===== src/rtl/glyph_pixel_pipe_if.sv =====
// glyph_pixel_pipe_if: pixel-stream bundle for the text-mode glyph pixel
// generator. Carries the per-pixel request, the glyph ROM address/data pair
// and the coloured pixel result.
//   master : text-buffer read stage / ROM side (drives requests and ROM data)
//   slave  : glyph_pixel_pipe (drives ROM address and pixel result)
interface glyph_pixel_pipe_if #(
  parameter int GLYPH_W    = 8,
  parameter int GLYPH_H    = 16,
  parameter int NUM_GLYPHS = 96,
  parameter int COLOR_W    = 4
);
  localparam int CW = (GLYPH_W > 1) ? $clog2(GLYPH_W) : 1;
  localparam int RW = (GLYPH_H > 1) ? $clog2(GLYPH_H) : 1;
  localparam int AW = (NUM_GLYPHS * GLYPH_H > 1) ? $clog2(NUM_GLYPHS * GLYPH_H) : 1;

  logic                 in_valid;
  logic [7:0]           chr_val;
  logic [2*COLOR_W-1:0] attr;
  logic [CW-1:0]        col;
  logic [RW-1:0]        row;
  logic                 cursor_here;
  logic                 frame_start;
  logic [AW-1:0]        rom_addr;
  logic [GLYPH_W-1:0]   rom_data;
  logic                 out_valid;
  logic                 pixel_on;
  logic [COLOR_W-1:0]   pixel_color;

  modport master (
    output in_valid, chr_val, attr, col, row, cursor_here, frame_start, rom_data,
    input  rom_addr, out_valid, pixel_on, pixel_color
  );

  modport slave (
    input  in_valid, chr_val, attr, col, row, cursor_here, frame_start, rom_data,
    output rom_addr, out_valid, pixel_on, pixel_color
  );
endinterface


===== src/rtl/glyph_pixel_pipe.sv =====
// glyph_pixel_pipe: pipelined character-glyph pixel generator.
// Drives a synchronous glyph ROM address combinationally from the pixel
// request, carries the side-band fields alongside the ROM latency, then
// registers a coloured pixel with cursor inversion and out-of-range blanking.
// Latency input -> out_valid is ROM_LAT+1 cycles, one pixel per cycle.
// Optional feature macro: BLINK_EN (frame-counted attribute/cursor blink).
module glyph_pixel_pipe #(
  parameter int GLYPH_W      = 8,
  parameter int GLYPH_H      = 16,
  parameter int FIRST_CHR    = 32,
  parameter int NUM_GLYPHS   = 96,
  parameter int COLOR_W      = 4,
  parameter int ROM_LAT      = 1,
  parameter int CURSOR_TOP   = 14,
  parameter int BLINK_FRAMES = 32
) (
  input logic               clk,
  input logic               rst_n,
  glyph_pixel_pipe_if.slave bus
);
  localparam int CW = (GLYPH_W > 1) ? $clog2(GLYPH_W) : 1;
  localparam int AW = (NUM_GLYPHS * GLYPH_H > 1) ? $clog2(NUM_GLYPHS * GLYPH_H) : 1;

  // All range arithmetic is done at 32 bits so nothing wraps before the
  // final truncation to the ROM address width.
  localparam logic [31:0] FIRST_U = 32'(FIRST_CHR);
  localparam logic [31:0] END_U   = 32'(FIRST_CHR + NUM_GLYPHS);
  localparam logic [31:0] H_U     = 32'(GLYPH_H);
  localparam logic [31:0] W_U     = 32'(GLYPH_W);
  localparam logic [31:0] CTOP_U  = 32'(CURSOR_TOP);

  typedef struct packed {
    logic               valid;
    logic [CW-1:0]      col;
    logic [COLOR_W-1:0] fg;
    logic [COLOR_W-1:0] bg;
    logic               oob;
    logic               cur;
    logic               blank;  // blink suppresses the glyph bit
  } sb_t;

  logic [31:0]        chr_ext;
  logic [31:0]        row_ext;
  logic               oob;
  logic               cur_raw;
  logic               blink_phase;
  logic               blink_bit;
  logic [COLOR_W-1:0] bg_in;
  sb_t                sb_in;

  assign chr_ext = 32'(bus.chr_val);
  assign row_ext = 32'(bus.row);
  assign oob     = (chr_ext < FIRST_U) || (chr_ext >= END_U) || (row_ext >= H_U);
  assign cur_raw = bus.cursor_here && (row_ext >= CTOP_U);

  // ROM address: driven every cycle, forced to 0 for characters with no glyph.
  assign bus.rom_addr = oob ? '0 : AW'((chr_ext - FIRST_U) * H_U + row_ext);

`ifdef BLINK_EN
  localparam int FCW = (BLINK_FRAMES > 1) ? $clog2(BLINK_FRAMES) : 1;
  localparam logic [FCW-1:0] FRAME_LAST = FCW'(BLINK_FRAMES - 1);

  logic [FCW-1:0] frame_cnt;

  // Frame counter: blink_phase flips each time the count wraps.
  // NOTE: state registers use non-blocking assignments so every flop samples
  // pre-edge values regardless of the order the simulator runs blocks in.
  always_ff @(posedge clk or negedge rst_n) begin
    if (!rst_n) begin
      frame_cnt   <= '0;
      blink_phase <= 1'b0;
    end else if (bus.frame_start) begin
      if (frame_cnt == FRAME_LAST) begin
        frame_cnt   <= '0;
        blink_phase <= ~blink_phase;
      end else begin
        frame_cnt <= frame_cnt + FCW'(1);
      end
    end
  end

  assign blink_bit = bus.attr[2*COLOR_W-1];
  assign bg_in     = {1'b0, bus.attr[2*COLOR_W-2:COLOR_W]};
`else
  // Without blink the top attribute bit is an ordinary background bit and
  // frame_start has no function.
  wire unused_frame_start = bus.frame_start;

  assign blink_phase = 1'b0;
  assign blink_bit   = 1'b0;
  assign bg_in       = bus.attr[2*COLOR_W-1:COLOR_W];
`endif

  // Pack the side-band word captured alongside the ROM request.
  // NOTE: every field gets a default first so no path through the block can
  // leave a bit unassigned and infer a latch.
  always_comb begin
    sb_in       = '0;
    sb_in.valid = bus.in_valid;
    sb_in.col   = bus.col;
    sb_in.fg    = bus.attr[COLOR_W-1:0];
    sb_in.bg    = bg_in;
    sb_in.oob   = oob;
    sb_in.cur   = cur_raw && !blink_phase;
    sb_in.blank = blink_bit && blink_phase;
  end

  sb_t [ROM_LAT-1:0] pipe;

  // Side-band delay line matching the ROM read latency.
  // NOTE: the whole side-band word is reset, not just valid: it is a few
  // flops and keeps X out of the held pixel path after reset.
  always_ff @(posedge clk or negedge rst_n) begin
    if (!rst_n) begin
      pipe <= '0;
    end else begin
      pipe[0] <= sb_in;
      for (int i = 1; i < ROM_LAT; i++) begin
        pipe[i] <= pipe[i-1];
      end
    end
  end

  sb_t  tail;
  logic glyph_bit;
  logic on_next;

  assign tail = pipe[ROM_LAT-1];

  // Select the glyph bit for this column and apply the cursor inversion.
  always_comb begin
    glyph_bit = 1'b0;
    if (!tail.oob && !tail.blank && (32'(tail.col) < W_U)) begin
      glyph_bit = bus.rom_data[tail.col];
    end
    on_next = glyph_bit ^ tail.cur;
  end

  // Output register: bubbles clear out_valid but hold the last pixel.
  always_ff @(posedge clk or negedge rst_n) begin
    if (!rst_n) begin
      bus.out_valid   <= 1'b0;
      bus.pixel_on    <= 1'b0;
      bus.pixel_color <= '0;
    end else begin
      bus.out_valid <= tail.valid;
      if (tail.valid) begin
        bus.pixel_on    <= on_next;
        bus.pixel_color <= on_next ? tail.fg : tail.bg;
      end
    end
  end
endmodule

===== src/flat_wrapper.sv =====
// flat-port wrapper written by rule: the top's interface ports become plain ports
module glyph_pixel_pipe_flat 
#(
  parameter int GLYPH_W      = 8,
  parameter int GLYPH_H      = 16,
  parameter int FIRST_CHR    = 32,
  parameter int NUM_GLYPHS   = 96,
  parameter int COLOR_W      = 4,
  parameter int ROM_LAT      = 1,
  parameter int CURSOR_TOP   = 14,
  parameter int BLINK_FRAMES = 32
)
  (clk, rst_n, bus_in_valid, bus_chr_val, bus_attr, bus_col, bus_row, bus_cursor_here, bus_frame_start, bus_rom_data, bus_rom_addr, bus_out_valid, bus_pixel_on, bus_pixel_color);
  glyph_pixel_pipe_if #(.GLYPH_W(GLYPH_W), .GLYPH_H(GLYPH_H), .NUM_GLYPHS(NUM_GLYPHS), .COLOR_W(COLOR_W)) bus_i ();
  input logic clk;
  input logic rst_n;
  input wire logic [$bits(bus_i.in_valid)-1:0] bus_in_valid;
  input wire logic [$bits(bus_i.chr_val)-1:0] bus_chr_val;
  input wire logic [$bits(bus_i.attr)-1:0] bus_attr;
  input wire logic [$bits(bus_i.col)-1:0] bus_col;
  input wire logic [$bits(bus_i.row)-1:0] bus_row;
  input wire logic [$bits(bus_i.cursor_here)-1:0] bus_cursor_here;
  input wire logic [$bits(bus_i.frame_start)-1:0] bus_frame_start;
  input wire logic [$bits(bus_i.rom_data)-1:0] bus_rom_data;
  output wire logic [$bits(bus_i.rom_addr)-1:0] bus_rom_addr;
  output wire logic [$bits(bus_i.out_valid)-1:0] bus_out_valid;
  output wire logic [$bits(bus_i.pixel_on)-1:0] bus_pixel_on;
  output wire logic [$bits(bus_i.pixel_color)-1:0] bus_pixel_color;
  assign bus_i.in_valid = bus_in_valid;
  assign bus_i.chr_val = bus_chr_val;
  assign bus_i.attr = bus_attr;
  assign bus_i.col = bus_col;
  assign bus_i.row = bus_row;
  assign bus_i.cursor_here = bus_cursor_here;
  assign bus_i.frame_start = bus_frame_start;
  assign bus_i.rom_data = bus_rom_data;
  assign bus_rom_addr = bus_i.rom_addr;
  assign bus_out_valid = bus_i.out_valid;
  assign bus_pixel_on = bus_i.pixel_on;
  assign bus_pixel_color = bus_i.pixel_color;
  glyph_pixel_pipe #(.GLYPH_W(GLYPH_W), .GLYPH_H(GLYPH_H), .FIRST_CHR(FIRST_CHR), .NUM_GLYPHS(NUM_GLYPHS), .COLOR_W(COLOR_W), .ROM_LAT(ROM_LAT), .CURSOR_TOP(CURSOR_TOP), .BLINK_FRAMES(BLINK_FRAMES)) u_core (.clk(clk), .rst_n(rst_n), .bus(bus_i));
endmodule

===== config.mk =====
export PLATFORM = sky130hd
export DESIGN_NAME = glyph_pixel_pipe_flat
export DESIGN_NICKNAME = d
export VERILOG_FILES = /design/src/rtl/glyph_pixel_pipe_if.sv /design/src/rtl/glyph_pixel_pipe.sv /design/src/flat_wrapper.sv
export SDC_FILE = /design/constraint.sdc
export NUM_CORES = 1
export LEC_CHECK = 0
export ABC_AREA = 1
export CORE_ASPECT_RATIO = 0.8
export CORE_MARGIN = 2
export CORE_UTILIZATION = 35
export CTS_BUF_LIST = sky130_fd_sc_hd__clkbuf_8
export CTS_CLUSTER_DIAMETER = 120
export DETAILED_ROUTE_END_ITERATION = 8
export PLACE_DENSITY = 0.84
export REMOVE_ABC_BUFFERS = 1
export SLEW_MARGIN = 5
export SYNTH_ARGS = -nofsm -noshare
export SYNTH_HDL_FRONTEND = slang
export SYNTH_SLANG_ARGS = --single-unit

===== constraint.sdc =====
create_clock -name clk -period 2.4 [get_ports clk]
set_input_delay 0.48 -clock clk [delete_from_list [all_inputs] [get_ports clk]]
set_output_delay 0.48 -clock clk [all_outputs]
set_load 0.02 [all_outputs]

# Yosys cells after proc, flatten, opt, wreduce, memory -nomap -nowiden
# Cells that the tools add are included.
# totals
romBits	0
ff_bits	20
in_bits	36
ramBits	0
n_memories	0
latchBits	0
# op_classes
mux	5
order_cmp	5
shift	0
bitwise	1
n_eq_ne	0
n_reduce_logical	3
n_addsub	2
n_div	0
mul	0
# ops
cell	n
adder 11 x 4 -> 11 bit	1
2-to-1 mux 11 bit	1
>= comparator 8 bit (second input constant)	1
< comparator 8 x 6 -> 1 bit (second input constant)	1
subtractor 7 x 6 -> 7 bit (second input constant)	1
>= comparator 4 x 5 -> 1 bit (second input constant)	1
>= comparator 4 bit (second input constant)	1
< comparator 3 x 4 -> 1 bit (second input constant)	1
2-to-1 mux 4 bit	1
binary-select mux 1 bit (select 3 bit)	1
logical OR 1 bit	2
2-to-1 mux 1 bit	2
logical AND 1 bit	1
bitwise XOR 1 bit	1

# Longest topological paths before layout
# logic_depth
ltp_word	5
mapped_depth	9

# Worst setup path before layout
# No wires, ideal clock.
# synth_path
path_type	input port to output port
startpoint	in bus_chr_val[7]
endpoint	out bus_rom_addr[0]
setup_slack_ps	780
cell_stages	3
n_path_buf	1
arrival_time_ps	1140
path_cell_list	o21bai_1 > clkbuf_1 > nor2_1
# synth_between
elab_chain_cells	4
elab_cells_between_ends	5
classes_between	order compare: 2; mux: 1; reduce/logical: 2
# synth_rtl
item	line_no	rtl
start: declaration	flat_wrapper.sv:18	input wire logic [$bits(bus_i.chr_val)-1:0] bus_chr_val;
< comparator 8 x 6 -> 1 bit or >= comparator 8 bit (tied branches)	glyph_pixel_pipe.sv:53	assign oob = (chr_ext < FIRST_U) || (chr_ext >= END_U) || (row_ext >= H_U);
logical OR 1 bit * (2 in a row)	glyph_pixel_pipe.sv:53	
net u_core.oob	glyph_pixel_pipe.sv:44	logic oob;
2-to-1 mux 11 bit *	glyph_pixel_pipe.sv:57	assign bus.rom_addr = oob ? '0 : AW'((chr_ext - FIRST_U) * H_U + row_ext);
end: declaration	flat_wrapper.sv:25	output wire logic [$bits(bus_i.rom_addr)-1:0] bus_rom_addr;
# The timed path passes the listed nets; every way through them passes the cells marked *.

# Worst setup path in the final report
# layout_path
startpoint	in bus_chr_val[5]
endpoint	out bus_rom_addr[2]
# layout_between
elab_chain_cells	4
elab_cells_between_ends	5
classes_between	order compare: 2; mux: 1; reduce/logical: 2
# layout_rtl
item	line_no
< comparator 8 x 6 -> 1 bit or >= comparator 8 bit (tied branches)	glyph_pixel_pipe.sv:53
logical OR 1 bit * (2 in a row)	glyph_pixel_pipe.sv:53
2-to-1 mux 11 bit *	glyph_pixel_pipe.sv:57
# Mark *: on every way between the ends. The rest lies on a longest branch, timed or not.

==> impl_results.md <==
- Routability Congestion: 0.859
- Worst-Margin Slew: 824 ps
- Clk Latency, worst-skew pair: about 250 ps
- Final Cell Area: 0.00153 sq mm
- Clock-pin slew on the worst setup and hold paths: about 70 ps
- Max-cap check violation count: 0
- DRC: 0
- CTS tree: built
- Critical path endpoint category: output port
- Die area: 0.00305 sq mm
- Initial antenna violation count: 0
- Relative max-transition margin: 44.9%
- CTS max path bufs: 2
- Max FO, Critical Path: 12
- Fin crit period: 2360 ps
- Hold Crit Class: reg -> reg
- Grt total ovfl: 0
- CTS Buf Count: 3
- F_max: 423 MHz
- Via count: 843
- Share of cells above drive strength 1: between 10% and 20%
- Reg area: 500 sq um
- IO Port Bufs: 51
- Slowest cell on the critical path: clkdlybuf4s50_1
- Iter 0 DRT Violations: 23
- Largest net degree at the start of global routing: 21
- Synth Register Bits: 20
- CTS H-Tree Depth: 1
- Layout area overhead: 66.7%
- Num ports: 53
- Period utilization: a little over nine tenths
- Number of cells after detailed placement: 190
- Setup violations, final: 0
- Cell count after synthesis: ~100
- Post-Place Cell Area: 0.00148 sq mm
- Outcome: finished, final reports clean
- Syn Area/Cell: just under 9 sq um
- Post-synthesis cell type count: 20
- Placeable Area: 0.00246 sq mm
- Pleak: 0.793 nW
- Die extent in y: ~50 microns
- WL final: 2090 microns
- TritonCTS Sinks: 20
- Die W: ~60 microns
- Routed length per instance: 10.8 microns
- Final nets: 196
- Clk root buf: clkbuf_8
- # diodes: 0
- Min Hold Slack: 487 ps
- Unrepaired setup endpoints after global routing: no
- Routed Antenna Nets: 0
- Synth warn: 0
- Register area share after synthesis: 54.6%
- CP Launch Type: input pin
- Starting Density: 37.2%
- Type of the worst setup path: in -> out
- VDD IR max: 353 uV
- FP Rows: 16
- Worst r2r path cells: 8
- Area taken by multi-input logic gates: 330 sq um
- DP HPWL: 1720 microns
- CP most frequent cell: clkdlybuf4s50_1
- All-layer global routing usage: 14.5%
- Hold Crit Depth: 2
- CP peak stage delay: 610 ps
- Vias per cell: 4.37
- Final Slew Violations: 0
- Non-Filler Instances: 193
- Power Dens Cells: 507 mW/mm^2
- Fill cells: 223
- WP data required: about 1900 ps
- Number of global-route vias before repair: 875
- Global-route wire length before repair: 3330 microns
- Data arrival, critical path: 1880 ps
- Mapped Area: 917 sq um
- Final TNS setup: 0 ps
- Post-CTS Setup Inserts: 0
- Pre-Repair DR Iteration Count: 4
- Clock Skew: 3.88 ps
- Final Power: 0.775 mW
- Final hold vios: 0
- Critical-path cell list: clkdlybuf4s50_1 -> o21bai_4 -> nor2_1 -> clkdlybuf4s50_1
metal layers:
layer | wire length (microns) | part of all wire (%) | track usage (%) | up-vias
met1 | 842 | 40 | 15.3 | 372
li1 | - | - | - | 421
met2 | 1060 | 51 | 27.5 | 48
met5 | 0 | 0 | 0 | -
met3 | 180 | 8.6 | 4.46 | 2
met4 | 12 | 0.57 | 2.90 | 0
cells by family after synthesis:
logic type	count (synthesis)	share of synthesized area [%]
adders and majority gates	1	1.36
buffers and inverters	26	10.6
DFF	20	54.6
and+or+nand+nor	54	31.9
AOI/OAI and AO/OA	2	1.50
flip-flops by register name, summed over array words and instances (netlist names):
register and flops:
u_core.bus.out_valid 1, u_core.bus.pixel_color 4, u_core.bus.pixel_on 1, u_core.pipe 14
layout by cell type (no fill, tap or decap), types with 5 or more instances in the layout:
cell type,netlist,routed
nand3b_1,5,5
inv_1,17,17
nor2_1,14,14
dfrtp_1,20,20
dlygate4sd2_1,0,6
nand2_1,15,15
nand3_1,10,10
clkdlybuf4s50_1,0,42
inv_2,7,7
synth_stat cells, drive strengths merged:
| cell | count | area [sq um] |
|---|---|---|
| clkbuf | 1 | 3.75 |
| or2 | 1 | 6.26 |
| nand3 | 12 | 77.6 |
| inv | 24 | 90.1 |
| a31oi | 1 | 6.26 |
| nand3b | 6 | 57.6 |
| dfrtp | 20 | 500 |
| nor3 | 1 | 5.00 |
| ha | 1 | 12.5 |
| nand2 | 18 | 75.1 |
| nor2 | 14 | 52.6 |
| clkinv | 1 | 3.75 |
| o21bai | 1 | 7.51 |
| nand4 | 2 | 18.8 |
final timing paths:
path,start,to,slack [ps]
setup / recovery,bus_chr_val[5],bus_rom_addr[2],40
min in group asynchronous,rst_n,u_core.bus.out_valid$_DFF_PN0_,700
hold / removal,u_core.bus.pixel_color[0]$_DFFE_PN0P_,u_core.bus.pixel_color[0]$_DFFE_PN0P_,490
setup reg to reg,u_core.pipe[11]$_DFF_PN0_,u_core.bus.pixel_color[2]$_DFFE_PN0P_,1010
max in group asynchronous,rst_n,u_core.pipe[2]$_DFF_PN0_,1180
hold reg to reg,u_core.bus.pixel_color[0]$_DFFE_PN0P_,u_core.bus.pixel_color[0]$_DFFE_PN0P_,490
report_power, final:
| group | internal [mW] | total (mW) | switching (mW) |
|---|---|---|---|
| Combinational | 0.107 | 0.197 | 0.0900 |
| Sequential | 0.360 | 0.373 | 0.0129 |
| Clock | 0.111 | 0.205 | 0.0938 |
per-stage QoR:
| stage | utilization [%] | setup slack (ps) |
|---|---|---|
| 3_5_place_dp | 60.0 | -358 |
| 3_3_place_gp | 60.0 | -250 |
| 6_report | 62.1 | 35.8 |
| 2_1_floorplan | - | 736 |
| 4_1_cts | 61.8 | 2.86 |
| 5_1_grt | 62.1 | 2.36 |
what timing repair did:
item | in CTS | in global routing
gates resized for setup | 8 | 3
pin swaps | 0 | 1
endpoints found under the setup margin | 11 | 5
hold buffers | 0 | 0
critical path, delay by kind of cell:
| family | cells | cell delay [ps] |
|---|---|---|
| buffers and inverters | 2 | 1160 |
| AOI/OAI and AO/OA | 1 | 130 |
| and+or+nand+nor | 1 | 110 |
cell type report:
class / instances / area share, %
timing repair buffer: 52 / 33.9
tap: 36 / 2.95
sequential: 20 / 32.7
multi-input combinational: 57 / 21.6
inverter: 25 / 6.14
clock buffer: 3 / 2.70
No activity file was read; power rests on OpenSTA's default activity.
